## src/rtl/param_sync_fifo.sv

```systemverilog
// Single-clock FIFO of arbitrary depth with programmable almost-flags, standard/FWFT read,
// synchronous flush and sticky overflow/underflow flags.
module param_sync_fifo #(
    parameter int DATA_W   = 8,
    parameter int DEPTH    = 8,
    parameter int AF_LEVEL = 6,
    parameter int AE_LEVEL = 2,
    parameter int FWFT     = 0
) (
    input  logic                       i_clk,
    input  logic                       i_rst,
    input  logic                       i_flush,
    input  logic                       i_w_en,
    input  logic [DATA_W-1:0]          i_data,
    input  logic                       i_r_en,
    output logic [DATA_W-1:0]          o_data,
    output logic                       o_rd_valid,
    output logic                       o_empty,
    output logic                       o_full,
    output logic                       o_almost_empty,
    output logic                       o_almost_full,
    output logic [$clog2(DEPTH+1)-1:0] o_count,
    output logic                       o_overflow,
    output logic                       o_underflow
);
    localparam int PW = $clog2(DEPTH);
    localparam int CW = $clog2(DEPTH+1);
    localparam logic [PW-1:0] LAST    = PW'(DEPTH-1);
    localparam logic [CW-1:0] DEPTH_C = CW'(DEPTH);
    localparam logic [CW-1:0] AF_C    = CW'(AF_LEVEL);
    localparam logic [CW-1:0] AE_C    = CW'(AE_LEVEL);

    logic [DATA_W-1:0] mem [DEPTH];
    logic [PW-1:0]     w_ptr, r_ptr;
    logic [CW-1:0]     count;
    logic              wr_acc, rd_acc;

    assign o_count        = count;
    assign o_empty        = (count == '0);
    assign o_full         = (count == DEPTH_C);
    assign o_almost_empty = (count <= AE_C);
    assign o_almost_full  = (AF_LEVEL != 0) && (count >= AF_C);
    assign wr_acc         = i_w_en & ~o_full;
    assign rd_acc         = i_r_en & ~o_empty;

    always_ff @(posedge i_clk or posedge i_rst) begin
        if (i_rst) begin
            w_ptr       <= '0;
            r_ptr       <= '0;
            count       <= '0;
            o_overflow  <= 1'b0;
            o_underflow <= 1'b0;
        end else if (i_flush) begin
            w_ptr       <= '0;
            r_ptr       <= '0;
            count       <= '0;
            o_overflow  <= 1'b0;
            o_underflow <= 1'b0;
        end else begin
            // explicit wrap so non-power-of-2 depths work
            if (wr_acc) w_ptr <= (w_ptr == LAST) ? '0 : w_ptr + PW'(1);
            if (rd_acc) r_ptr <= (r_ptr == LAST) ? '0 : r_ptr + PW'(1);
            case ({wr_acc, rd_acc})
                2'b10:   count <= count + CW'(1);
                2'b01:   count <= count - CW'(1);
                default: count <= count;
            endcase
            if (i_w_en && o_full)  o_overflow  <= 1'b1;
            if (i_r_en && o_empty) o_underflow <= 1'b1;
        end
    end

    always_ff @(posedge i_clk) begin
        if (!i_rst && !i_flush && wr_acc) mem[w_ptr] <= i_data;
    end

    generate
        if (FWFT == 0) begin : g_std
            logic [DATA_W-1:0] data_q;
            logic              vld_q;
            always_ff @(posedge i_clk or posedge i_rst) begin
                if (i_rst) begin
                    data_q <= '0;
                    vld_q  <= 1'b0;
                end else if (i_flush) begin
                    vld_q  <= 1'b0;
                end else begin
                    vld_q <= rd_acc;
                    if (rd_acc) data_q <= mem[r_ptr];
                end
            end
            assign o_data     = data_q;
            assign o_rd_valid = vld_q;
        end else begin : g_fwft
            // head is presented combinationally; zero while empty so reset reads 0
            assign o_data     = o_empty ? '0 : mem[r_ptr];
            assign o_rd_valid = ~o_empty;
        end
    endgenerate
endmodule

```

## config.mk

```make
export PLATFORM = sky130hd
export DESIGN_NAME = param_sync_fifo
export DESIGN_NICKNAME = d
export VERILOG_FILES = /design/src/rtl/param_sync_fifo.sv
export SDC_FILE = /design/constraint.sdc
export NUM_CORES = 1
export LEC_CHECK = 0
export CAP_MARGIN = 25
export CORE_MARGIN = 4
export CORE_UTILIZATION = 40
export DETAILED_ROUTE_END_ITERATION = 10
export PLACE_DENSITY = 0.59
export SLEW_MARGIN = 10
export SYNTH_ARGS = -nofsm -noshare
export SYNTH_HDL_FRONTEND = slang
export SYNTH_SLANG_ARGS = --single-unit
```

## constraint.sdc

```tcl
create_clock -name i_clk -period 2.4 [get_ports i_clk]
set_input_delay 0.24 -clock i_clk [delete_from_list [all_inputs] [get_ports i_clk]]
set_output_delay 0.24 -clock i_clk [all_outputs]
set_load 0.01 [all_outputs]
```

## Yosys cells after proc, flatten, opt, wreduce, memory -nomap -nowiden

Memories as Yosys holds them, arrays and structs flattened. A register that Yosys moved wholly into a read port is not among the register bits.
Index checks and enable logic that the tools add are counted.

| storage, ports and cells | value |
|---|---|
| output and inout bits | 19 |
| memories | 1 |
| memory bits (writable) | 64 |
| bits in registers | 13 |
| logic and storage cells | 51 |

Memory list:

| memory | depth | bits a word | rd ports | clocked after memory_dff | write ports | line | source |
|---|---|---|---|---|---|---|---|
| mem | 8 | 8 | 1 | 1 | 1 | 33 | `logic [DATA_W-1:0] mem [DEPTH];` |

| cells by class | value |
|---|---|
| $add $sub $neg | 4 |
| bitwise logic cells | 5 |
| muxes and demuxes | 15 |
| order comparisons | 2 |
| reduce and logical (&&, ||, !) cells | 13 |
| equality and inequality tests | 5 |

Operators by type and width:

| cell | number |
|---|---|
| $mux 3 | 6 |
| $pmux 4 s2 | 1 |
| $reduce_bool 2->1 | 4 |
| $mux 1 | 7 |
| $add 3x1->3 const B | 2 |
| $eq 3x3->1 const B | 2 |
| $add 4x1->4 const B | 1 |
| $eq 4x4->1 const B | 1 |
| $ge 4x3->1 const B | 1 |
| $le 4x2->1 const B | 1 |
| $logic_and 1x1->1 | 4 |
| $logic_not 4->1 | 1 |
| $mux 4 | 1 |
| $sub 4x1->4 const B | 1 |
| $not 1->1 | 3 |
| $reduce_bool 3->1 | 1 |
| $and 1x1->1 | 2 |
| $eq 2x1->1 const B | 1 |
| $eq 2x2->1 const B | 1 |
| $logic_not 1->1 | 2 |
| $reduce_and 2->1 | 1 |

## Depth between registers and ports, before layout

| logic depth | value |
|---|---|
| word-level depth | 6 |
| mapped depth | 9 |

## Least setup slack after synthesis

Ideal clock, no wire load.

| timing | value |
|---|---|
| path type | register to register |
| start point | register count[0] (netlist: o_count[0]) |
| end point | register count[3] (netlist: o_count[3]) |
| clock period less this slack | 2.115 ns |
| setup slack | 0.285 ns |
| arrival | 1.982 ns |
| cell stages (with the launch flop) | 10 |
| required time | 2.267 ns |
| path through | dfrtp_1 -> buf_6 -> o41ai_4 -> a21o_1 -> inv_1 -> ha_1 -> a31oi_1 -> nor3_1 -> nand3_1 -> nand4b_1 |

| between the ends | value |
|---|---|
| cells in the longest elaborated chain, start to end | 6 |
| elaborated cells between the ends (all ways) | 13 |
| those cells by class | add/sub: 2; eq/ne: 3; mux: 2; bitwise: 4; reduce/logical: 2 |

Ends and longest elaborated chain:

| element | line | source |
|---|---|---|
| start, declared | 35 | `logic [CW-1:0] count;` |
| start signal, assigned | 64 | `2'b10: count <= count + CW'(1);` |
| start signal, assigned | 65 | `2'b01: count <= count - CW'(1);` |
| start signal, assigned | 66 | `default: count <= count;` |
| $eq 4x4->1 or $logic_not 4->1 (tied branches) | 40, 39 |  |
| $not 1->1, on equally long branches | 43, 44 |  |
| $and 1x1->1, on equally long branches | 43, 44 |  |
| $eq 2x1->1 or $eq 2x2->1 (tied branches) | 63 | `case ({wr_acc, rd_acc})` |
| $pmux 4 s2 | 63 |  |
| $mux 4 | 53 | `end else if (i_flush) begin` |

Several ways; a longest one is shown, not always the timed one.
A chain may end at the register's enable or synchronous reset.

## Worst setup path after layout

| timing | value |
|---|---|
| start point | register count[1] (netlist: o_count[1]) |
| end point | output o_empty |

| between the ends | value |
|---|---|
| cells in the longest elaborated chain, start to end | 1 |

Ends and longest elaborated chain:

| element | line | source |
|---|---|---|
| $logic_not 4->1 | 39 | `assign o_empty = (count == '0);` |
| end, declared | 18 | `output logic o_empty,` |

No other way between the ends.

==> flow_summary.toml <==
[clocking]
cts_made_buffers = 9
clock-sinks = 85
path_clk_slew_ns = 0.09
postCtsHoldBufs = 0
cts-root-buf = "clkbuf_8"
cts_tree = "done"
cts_resized = 0
clk_latency_ns = 0.36
cts-htree-levels = 3
cts.path.max_buffers = 2

[synthesis]
ys_warn_count = 0
syn_nets = 240
async_flop_share_pct = 24.7
syn_inst = 221
synthFlopType = "edfxtp_1"
syn_area_um2 = 3590
synthTopCellsByCount = "64 x edfxtp_1, 28 x nor2_1, 21 x dfrtp_1, 16 x a21oi_1, 16 x mux4_2"
ys_types = 38
yosysTopAreaCellShare_pct = 53.6
synth.area.top_cells = "edfxtp_1 54%, dfrtp_1 15%, mux4_2 10%"
synth_edf_count = 64
postSynthRegisterBits = 85
syn_avg_cell_area_um2 = 16.2
synth_top_area_cell = "edfxtp_1"
ys_seq_area_share_pct = 68.2
synth_most_common_cell = "edfxtp_1"

[timing]
hold_ws_ns = 0.146
slew_headroom_pct = 56.1
period_share_pct = 94.0
rsz0062_at_grt = "no"
finClkSkew_ns = 0.0104
setup_viol = 0
drv_slew = 0
tightest_slew_ns = 0.659
hold_viol = 0
max_freq_mhz = 443
min_period_ns = 2.26
setup_slack_ns = 0.144
final.setup.tns_ns = 0

[finish]
fin_nets = 294
drive_above_1_share_pct = 22.5
fillers = 731
area_growth_pct = 20.7
fin_util_pct = 49.7
stdcell_count = 388
fin_area_um2 = 4330
antenna_cells = 0

[critical_path]
start_kind = "register"
cp_max_fo = 8
worst-setup-path-type = "reg -> out"
end_kind = "output port"
worstPathArrival_ns = 2.02
required_ns = 2.16

[detailed_routing]
vias = 2004
drc = 0
via_per_inst = 5.16
wl_mm = 6.99
wire_per_inst_um = 18.0
first_pass_iters = 4
antenna_left = 0
drt_iter0_drc = 76

[placement]
dp_hpwl_mm = 4.51
numPortBuffers = 31
place_ws_ns = 0.205
dp.cells = 371
gp_congestion = 0.770
dpl-instance-area_um2 = 4140

[status]
status = "complete, no violations"

[power_and_ir_drop]
leakage_nw = 1.52
ir_worst_vdd_mv = 0.377
power_density_nw_per_um2 = 960
total_power_mw = 4.16

[min_path]
hold_path_class = "in -> async"

[floorplanning]
die_h_um = 103
die_w_um = 103
dieArea_um2 = 10500
io_pins = 32
core_area_um2 = 8720
fp-row-count = 34
initial_utilization_pct = 41.1

[global_route]
grt_max_degree = 20
antenna_found_initial = 0
grt_overflow_total = 0
grt_pass1_vias = 2080
grt_use_total_pct = 14.7
grt_pass1_wl_mm = 11.3

[flow_run]
maxCapViolations = 0
[registers in the layout (all words and copies together), names as in the netlist]
register / cells
mem: 64
o_data: 8
o_count: 4
r_ptr: 3
w_ptr: 3
o_overflow: 1
o_rd_valid: 1
o_underflow: 1
[power by group]
part | internal, mW | switching, mW
clock | 0.390 | 0.541
sequential | 1.72 | 0.118
combinational | 0.756 | 0.634
total | 2.86 | 1.29
[metal layers]
layer	wire [um]	up-vias	GRT usage, %
li1	-	949	-
met1	3290	1008	19.5
met2	3390	40	23.4
met3	262	7	4.74
met4	57	0	3.94
met5	0	-	0
[repair_timing]
action / 4_1_cts / 5_1_grt
endpoints found under the setup margin: 0 / 1
setup buffers: 0 / 1
hold endpoints to repair: 0 / 0
[path summary, 6_finish.rpt]
check,from,endpoint,slack [ns],cells after the start
setup / recovery,o_count[1],o_empty,0.14,3
hold / removal,i_rst,o_underflow,0.15,2
setup reg to reg,o_count[1],o_count[3],0.24,8
hold reg to reg,o_underflow,o_underflow,0.51,2
max in group asynchronous,i_rst,o_data[0],1.77,3
min in group i_clk,o_underflow,o_underflow,0.51,2
[worst max-delay path: stages (launching register included)]
cell	delay, ns
dfrtp_1	0.49
or3_4	0.45
nor2_1	0.15
clkdlybuf4s50_1	0.57
[cells by family after synthesis]
family / count (synthesis) / share of synthesized area (%)
adder cells (fa/ha/maj): 6 / 2.09
AO/OA/AOI/OAI: 28 / 5.86
XOR/XNOR: 3 / 0.733
AND/OR/NAND/NOR: 57 / 7.67
buffers and inverters: 15 / 2.30
flip-flops: 85 / 68.2
multiplexers: 27 / 13.1
[cells in the final DEF, fill, tap and decap left out, drive strengths merged, types with 2 or more instances in the layout]
master         instances
edfxtp                64
clkdlybuf4s50         31
nor2                  29
buf                   23
dfrtp                 21
mux4                  16
a21oi                 16
mux2i                 11
clkbuf                 9
nand2                  8
inv                    8
ha                     6
nor3                   4
xnor2                  3
nand2b                 3
nand3b                 3
nand3                  3
o21ai                  3
a211oi                 2
or3                    2
clkinv                 2
[cell type report]
type,instances,area [um^2],share of cell area (%)
sequential,85,2450,56.5
multi-input combinational,121,1060,24.4
timing repair buffer,54,495,11.4
tap,108,135,3.12
clock buffer,9,124,2.86
clock inverter,7,56.3,1.30
inverter,4,15.0,0.347
Note: power is estimated with default switching activity, not from simulation.
